**config.mk**
```make
export PLATFORM = sky130hd
export DESIGN_NAME = posit_accum_feeder
export DESIGN_NICKNAME = d
export VERILOG_FILES = /design/src/rtl/posit_accum_feeder.sv
export SDC_FILE = /design/constraint.sdc
export NUM_CORES = 1
export LEC_CHECK = 0
export CORE_UTILIZATION = 38
export CTS_BUF_LIST = sky130_fd_sc_hd__clkbuf_8
export DETAILED_ROUTE_END_ITERATION = 16
export PLACE_DENSITY = 0.86
export SYNTH_ARGS = -nofsm -noshare
export SYNTH_HDL_FRONTEND = slang
export SYNTH_SLANG_ARGS = --single-unit
```
**constraint.sdc**
```tcl
create_clock -name clk -period 2.14 [get_ports clk]
set_input_delay 0.642 -clock clk [delete_from_list [all_inputs] [get_ports clk]]
set_output_delay 0.642 -clock clk [all_outputs]
set_load 0.05 [all_outputs]
```
**src/rtl/posit_accum_feeder.sv**
```systemverilog
// Posit accumulator feeder: streams a batch of posit terms into the accumulator, then presents the sum.
// Optional DRAIN watchdog enabled by defining POSIT_FEEDER_TIMEOUT_EN.
module posit_accum_feeder #(
  parameter int N       = 32,
  parameter int ES      = 3,
  parameter int CNT_W   = 16,
  parameter int TIMEOUT = 1024
) (
  input  logic             clk,
  input  logic             rst,
  input  logic             s_valid,
  output logic             s_ready,
  input  logic [N-1:0]     s_data,
  input  logic             s_last,
  output logic             acc_clr,
  output logic             acc_start,
  output logic [N-1:0]     acc_in1,
  input  logic [N-1:0]     acc_result,
  input  logic             acc_inf,
  input  logic             acc_zero,
  input  logic             acc_done,
  output logic             m_valid,
  input  logic             m_ready,
  output logic [N-1:0]     m_result,
  output logic             m_inf,
  output logic             m_zero,
  output logic [CNT_W-1:0] m_count,
  output logic             m_timeout
);

  typedef enum logic [2:0] {IDLE, CLEAR, FEED, DRAIN, HOLD} state_t;

  localparam logic [N-1:0] NAR = {1'b1, {(N-1){1'b0}}};

  state_t           r_state, w_next;
  logic             r_acc_start;
  logic [N-1:0]     r_acc_in1;
  logic [CNT_W-1:0] r_cnt;
  logic             r_nar;
  logic [N-1:0]     r_m_result;
  logic             r_m_inf, r_m_zero;
  logic             w_hs, w_tmo, w_accept;
  logic             w_unused_cfg;

  // ES only describes the number format; the feeder never decodes it.
  assign w_unused_cfg = |{ES, TIMEOUT};

  assign w_hs     = s_valid & s_ready;
  assign w_accept = m_valid & m_ready;

`ifdef POSIT_FEEDER_TIMEOUT_EN
  localparam int TW = $clog2(TIMEOUT + 1);
  logic [TW-1:0] r_tmo_cnt;
  logic          r_m_tmo;

  always_ff @(posedge clk) begin
    if (rst || r_state != DRAIN) r_tmo_cnt <= '0;
    else                         r_tmo_cnt <= r_tmo_cnt + 1'b1;
  end

  // Fires on the TIMEOUT-th DRAIN cycle; a real acc_done in that cycle still wins.
  assign w_tmo = (r_state == DRAIN) && !acc_done && (r_tmo_cnt == TW'(TIMEOUT - 1));

  always_ff @(posedge clk) begin
    if (rst)                             r_m_tmo <= 1'b0;
    else if (r_state == DRAIN && acc_done) r_m_tmo <= 1'b0;
    else if (w_tmo)                      r_m_tmo <= 1'b1;
    else if (w_accept)                   r_m_tmo <= 1'b0;
  end
  assign m_timeout = r_m_tmo;
`else
  assign w_tmo     = 1'b0;
  assign m_timeout = 1'b0;
`endif

  always_ff @(posedge clk) begin
    if (rst) r_state <= IDLE;
    else     r_state <= w_next;
  end

  always_comb begin
    w_next = r_state;
    case (r_state)
      IDLE:    if (s_valid) w_next = CLEAR;
      CLEAR:   w_next = FEED;
      FEED:    if (w_hs && s_last) w_next = DRAIN;
      DRAIN:   if (acc_done || w_tmo) w_next = HOLD;
      HOLD:    if (m_ready) w_next = IDLE;
      default: w_next = IDLE;
    endcase
  end

  assign s_ready = (r_state == FEED);
  assign acc_clr = (r_state == CLEAR);
  assign m_valid = (r_state == HOLD);

  always_ff @(posedge clk) begin
    if (rst) begin
      r_acc_start <= 1'b0;
      r_acc_in1   <= '0;
      r_cnt       <= '0;
      r_nar       <= 1'b0;
      r_m_result  <= '0;
      r_m_inf     <= 1'b0;
      r_m_zero    <= 1'b0;
    end else begin
      r_acc_start <= w_hs;
      if (w_hs) begin
        r_acc_in1 <= s_data;
        if (r_cnt != '1)   r_cnt <= r_cnt + 1'b1;
        if (s_data == NAR) r_nar <= 1'b1;
      end
      if (r_state == DRAIN) begin
        if (acc_done) begin
          r_m_result <= acc_result;
          r_m_zero   <= acc_zero;
          r_m_inf    <= acc_inf | r_nar;
        end else if (w_tmo) begin
          r_m_result <= NAR;
          r_m_zero   <= 1'b0;
          r_m_inf    <= 1'b1;
        end
      end
      if (w_accept) begin
        r_cnt <= '0;
        r_nar <= 1'b0;
      end
    end
  end

  assign acc_start = r_acc_start;
  assign acc_in1   = r_acc_in1;
  assign m_result  = r_m_result;
  assign m_inf     = r_m_inf;
  assign m_zero    = r_m_zero;
  assign m_count   = r_cnt;

endmodule

```
==> results of run 1 <==
==> power groups by stage <==
stage | clock [mW] | combinational, mW | sequential [mW]
3_3_place_gp | 0 | 0.428 | 1.70
3_5_place_dp | 0 | 0.436 | 1.70
4_1_cts | 1.24 | 0.426 | 1.66
5_1_grt | 1.30 | 0.451 | 1.67
6_report | 1.20 | 0.424 | 1.66
2_1_floorplan | 0 | 0.116 | 1.79
==> layout make-up <==
cell class                 instances  area (µm²)  share of cell area [%]
multi-input combinational        305        1540                    29.1
clock inverter                     5        63.8                    1.21
inverter                           6        22.5                   0.427
clock buffer                      11         151                    2.87
timing repair buffer             172        1620                    30.8
tap                              108         135                    2.56
sequential                        87        1740                    33.1
==> cell families after synthesis <==
kind of cell    count (synthesis)
compound gates                105
fa+ha+maj                       1
buf+inv                        38
flops                          87
other cells                     1
simple gates                  198
==> worst max-delay path: cells and delay by family <==
| kind | cells | cell delay [ns] |
|---|---|---|
| buf+inv | 2 | 0.45 |
| compound gates | 1 | 0.15 |
| simple gates | 3 | 1.06 |
==> path summary, 6_finish.rpt <==
check | start | endpoint | depth (start not counted)
worst max register to register | m_count[0] | m_count[14] | 5
worst min-delay path | m_result[15] | m_result[15] | 2
worst min register to register | m_result[15] | m_result[15] | 2
worst max-delay path | s_valid | m_count[11] | 6
==> cells in the final DEF, fill, tap and decap left out, types with 3 or more instances in the layout <==
| cell type | count |
|---|---|
| clkdlybuf4s50_1 | 69 |
| o21ai_0 | 5 |
| dlygate4sd2_1 | 42 |
| nor2_1 | 4 |
| nor3_1 | 5 |
| nand4_1 | 6 |
| buf_12 | 6 |
| buf_4 | 47 |
| or3_1 | 3 |
| or4_1 | 11 |
| dfxtp_1 | 85 |
| a21oi_1 | 81 |
| inv_1 | 6 |
| clkbuf_8 | 11 |
| o31ai_1 | 11 |
| dlymetal6s2s_1 | 7 |
| nand2_1 | 135 |
| nor4_1 | 8 |
| nand3_1 | 8 |
==> metrics by stage <==
step                      hold slack (ns)  utilization (%)  power, mW  TNS (ns)  setup slack (ns)
after floorplan                     0.442                -       1.90         0           0.00204
after global placement              0.441             58.3       2.13     -4.84            -0.488
after detailed placement            0.447             58.3       2.14     -5.96            -0.564
after CTS                           0.458             60.2       3.33         0          0.000594
after global routing                0.484             60.5       3.42         0            0.0176
final                               0.456             60.5       3.29         0             0.117
==> timing repair <==
item | 4_1_cts | 5_1_grt
gates resized for setup | 43 | 8
endpoints found under the setup margin | 51 | 8
pin swaps | 0 | 0
==> routing by layer <==
metal | GRT usage (%) | routed length (µm)
met5 | 0 | 0
met4 | 8.15 | 269
met3 | 7.44 | 897
met2 | 36.7 | 4670
met1 | 22.7 | 3920
==> flip-flops by register name, summed over array words and instances (netlist names) <==
register / cells
m_result: 32
m_count: 16
acc_start: 1
m_zero: 1
m_inf: 1
acc_in1: 32
r_state: 3
r_nar: 1
==> metrics.txt, run 1 <==
status=finished clean; r2r setup slk=0.16 ns; count leader, synth=nand2_1; Rows=34; GR Overflow Total=0; setup violators final=0; Adder-Cell Fraction of Synth Area=0.367%; Async SR Flop Fraction=0%; WL final=around 10000 µm; Iteration-0 DRC Markers=122; Post-CTS Hold Buffers=0; internal power=2.46 mW; design area=~0.0053 mm²; Post-CTS Setup Bufs=0; Sink Count=87; Synth area leader=dfxtp_1; Final Non-Filler Cells=694; share of cells above drive strength 1=13.3%; Worst Path Max Fanout=6; multiplexer share of the synthesized area=0%; crit end category=flop; Port Buffer Count=157; Slowest Stage Delay on Critical Path=0.59 ns; RD Place Congestion=between 0.8 and 0.9; Crit path required time=2.41 ns; CTS buffer count=9; vias in the first global route=3526; Die Y-Extent=96.7 µm; cell count after synthesis=430; mean post-synth cell area=7.92 µm²; worst clock skew=0.0106 ns; type of the worst setup path=in -> reg; Fillers=782; H-tree depth=3; VDD IR-drop max=0.421 mV; Synth Area in XOR/XNOR=0%; CTS tree=done; max-cap violation count=0; Leak Pwr=2.15 nW; synth cell count leaders=nand2_1 (135), dfxtp_1 (87), a21oi_1 (81), clkbuf_1 (29), or4_1 (12); drt pass-1 iters=4; largest family of logic cells by synthesized area=simple AND/OR/NAND/NOR gates; DIE AREA=0.00935 mm²; cells taking the most area after synthesis=dfxtp_1 (51%), nand2_1 (15%), a21oi_1 (12%), clkbuf_1 (3.2%), or4_1 (2.6%); Remaining DRCs=0; share of total power in sequential cells=approximately half; placed cell areas=0.00509 mm²; switching power total=832 µW; Slew @ Worst Pin=0.535 ns; crit path time final=2.02 ns; #FFs+latches synth=87; Clk pwr share=36.5%; Synth Area in Compound Gates=16.7%; Fin. Hold Viols=0; GR Util All Layers=20.8%; ant diodes=0; CP Launch Type=input port; clock-pin slew on the worst setup and hold paths=0.08 ns; Synth warnings=0; fin crit share=a little over nine tenths; fmax=494 MHz; Post-synth EDFFs=0; Most used DFF post-synth=dfxtp_1; Combinational Power Share=12.9%; Slew Limit Fails=0; Yosys cell types=36; P per Cell Area=623 mW/mm²; initial core utilization=39.1%; die width=96.7 µm; share of the synthesized area in the top cell type=51.1%; io pins=about 160; root buffer cell=clkbuf_8; unrepaired setup endpoints after global routing=false; post-synthesis cell area=about 0.0034 mm²; Vias/cell=between 5 and 6; clock latency at the later pin of the worst-skew pair=roughly 0.34 ns; post-route ant nets=0; DR WL/cell=14.1 µm; sw frac=25.3%; initial antenna violation count=0; Max stage delay cell, worst path=or4_4; Placed Cells=678; Seq/Total Area, Yosys=between 50 and 60%; nets@finish=654; first-pass GRT wire length=16100 µm; Hold/Removal Path Class=reg -> reg; worst-case clock buffer depth=2; Layout area overhead=54.9%; Worst slew margin=around 64%; simple-gate share of the synthesized area=27.1%; Core Box Area=0.00872 mm²; Worst EP arrival=2.29 ns; Final HPWL DP=around 7300 µm; crit path cell chain=dlygate4sd2_1, nand4bb_4, or4_4, buf_4, or3_1, a21oi_1; Syn Nets=503; via count=3596; largest net degree at the start of global routing=a little under 50
Power figures use the tool's default switching activity.
==> inputs of run 2 (changes only) <==
SKIP_CTS_REPAIR_TIMING = 1   (was unset)
clock period = 1.8 ns   (was 2.14 ns; I/O delays follow)
==> run 2 against run 1 <==
Against the previous run: final area up 9.2%; clock power up 17%; cell count up 2.9%; register-to-register slack worse by 0.15 ns; die area unchanged; setup slack worse by 0.12 ns; non-clock buffer count up 20; core utilization up 5.6 points; power up 19%; combinational power up 30%; wire length up 7.2%.
==> metrics.txt, run 2 (synthesis gave the netlist of run 1 again) <==
commonest non-fill, non-tap cell in the layout=nand2_1 (unchanged); fmax=556 MHz; Remaining DRCs=0 (unchanged); via count=3703 (was 3596); Final HPWL DP=7750 µm (was 7260 µm); Vias/cell=5.19 (was 5.18); CTS tree=done (unchanged); initial core utilization=39.1% (unchanged); vias in the first global route=3674 (was 3526); Worst slew margin=66.0% (was 64.0%); Hold/Removal Path Class=reg -> reg (unchanged); die width=96.7 µm (unchanged); Iteration-0 DRC Markers=190 (was 122); Core Box Area=0.00872 mm² (unchanged); Fin. Hold Viols=0 (unchanged); GR Util All Layers=22.1% (was 20.8%); VDD IR-drop max=0.543 mV (was 0.421 mV); most frequent cells in the layout=nand2_1 (134), buf_4 (87), a21oi_1 (79) (was nand2_1 (135), dfxtp_1 (85), a21oi_1 (81)); Port Buffer Count=157 (unchanged); H-tree depth=3 (unchanged); setup violators final=0 (unchanged); share of cells above drive strength 1=27.2% (was 13.3%); P per Cell Area=681 mW/mm² (was 623 mW/mm²); initial antenna violation count=0 (unchanged); crit end category=output port (was flop); Slew @ Worst Pin=0.505 ns (was 0.535 ns); io pins=159 (unchanged); Worst Path Max Fanout=9 (was 6); RD Place Congestion=0.827 (was 0.845); fin util=66.1% (was 60.5%); Crit path required time=1.26 ns (was 2.41 ns); Max stage delay cell, worst path=dfxtp_2 (was or4_4); Sink Count=87 (unchanged); root buffer cell=clkbuf_8 (unchanged); nets@finish=674 (was 654); Layout area overhead=69.1% (was 54.9%); Slowest Stage Delay on Critical Path=0.36 ns (was 0.59 ns); Worst EP arrival=1.26 ns (was 2.29 ns); post-route ant nets=0 (unchanged); post-route setup slack=0.000407 ns (was 0.117 ns); max-cap violation count=0 (unchanged); clock-pin slew on the worst setup and hold paths=0.09 ns (was 0.08 ns); drt pass-1 iters=4 (unchanged); Setup Slack @ Placement=-0.709 ns (was -0.564 ns); Die Y-Extent=96.7 µm (unchanged); CP Launch Type=flop (was input port); ant diodes=0 (unchanged); crit path cell chain=buf_6, nor3b_4, buf_12 (was dlygate4sd2_1, nand4bb_4, or4_4, buf_4, or3_1, a21oi_1); unrepaired setup endpoints after global routing=true (was false); GR Overflow Total=0 (unchanged); WL final=10500 µm (was 9760 µm); TNS Setup=0 ns (unchanged); worst-case clock buffer depth=2 (unchanged); crit path time final=1.80 ns; fin crit share=100%; CTS buffer count=9 (unchanged); clock latency at the later pin of the worst-skew pair=0.35 ns (was 0.34 ns); Leak Pwr=2.13 nW (was 2.15 nW); DR WL/cell=14.7 µm (was 14.1 µm); DIE AREA=0.00935 mm² (unchanged); first-pass GRT wire length=17000 µm (was 16100 µm); type of the worst setup path=reg -> out (was in -> reg); status=finished clean (unchanged); Slew Limit Fails=0 (unchanged); largest net degree at the start of global routing=71 (was 49); Rows=34 (unchanged); worst clock skew=0.00887 ns (was 0.0106 ns)
==> run 2: changes by cell type in the layout (fill, tap and decap cells not counted), sizes merged <==
cell	change
clkbuf	-1
buf	+68
dlygate4sd2	-42
dlymetal6s2s	-6
inv	+1
==> run 2: path summary, 6_finish.rpt <==
| kind | startpoint | endpoint | slack (ns) | cells past startpoint |
|---|---|---|---|---|
| worst max-delay path | r_state[1] | s_ready | 0.0004 | 3 |
| worst min-delay path | m_result[6] | m_result[6] | 0.46 | 2 |
| worst max register to register | r_state[1] | m_count[12] | 0.01 | 6 |
| worst min register to register | m_result[6] | m_result[6] | 0.46 | 2 |
==> run 2: through the flow <==
step	hold WS, ns	std cells	power [mW]	instance area, µm²
5_1_grt	0.481	714	4.08	5760
2_1_floorplan	0.442	430	2.26	3510
3_5_place_dp	0.449	694	2.55	5470
3_3_place_gp	0.442	694	2.54	5470
6_report	0.460	714	3.92	5760
4_1_cts	0.462	710	3.96	5670
==> run 2: critical path, delay by kind of cell, from the launching register on <==
kind	cells	cell delay, ns
buffers and inverters	2	0.31
flip-flops	1	0.36
AND/OR/NAND/NOR	1	0.24
==> run 2: layer usage <==
metal | share of wire (%) | GRT usage (%)
met1 | 39 | 23.7
met5 | 0 | 0
met4 | 1.6 | 8.73
met2 | 51 | 39.7
met3 | 7.9 | 7.44
==> run 2: layout make-up <==
type | count | area, µm²
Sequential cell | 87 | 1780
Fill cell | 706 | 2960
Inverter | 6 | 22.5
Multi-Input combinational cell | 305 | 1610
Timing Repair Buffer | 192 | 2020
Clock inverter | 6 | 66.3
Tap cell | 108 | 135
Clock buffer | 10 | 138
==> run 2: report_power, final <==
group | leakage, nW | total [mW] | internal (mW) | switching [mW]
registers | 0.710 | 1.97 | 1.95 | 0.0221
clock network | 0.104 | 1.40 | 0.688 | 0.712
logic | 1.32 | 0.553 | 0.270 | 0.283
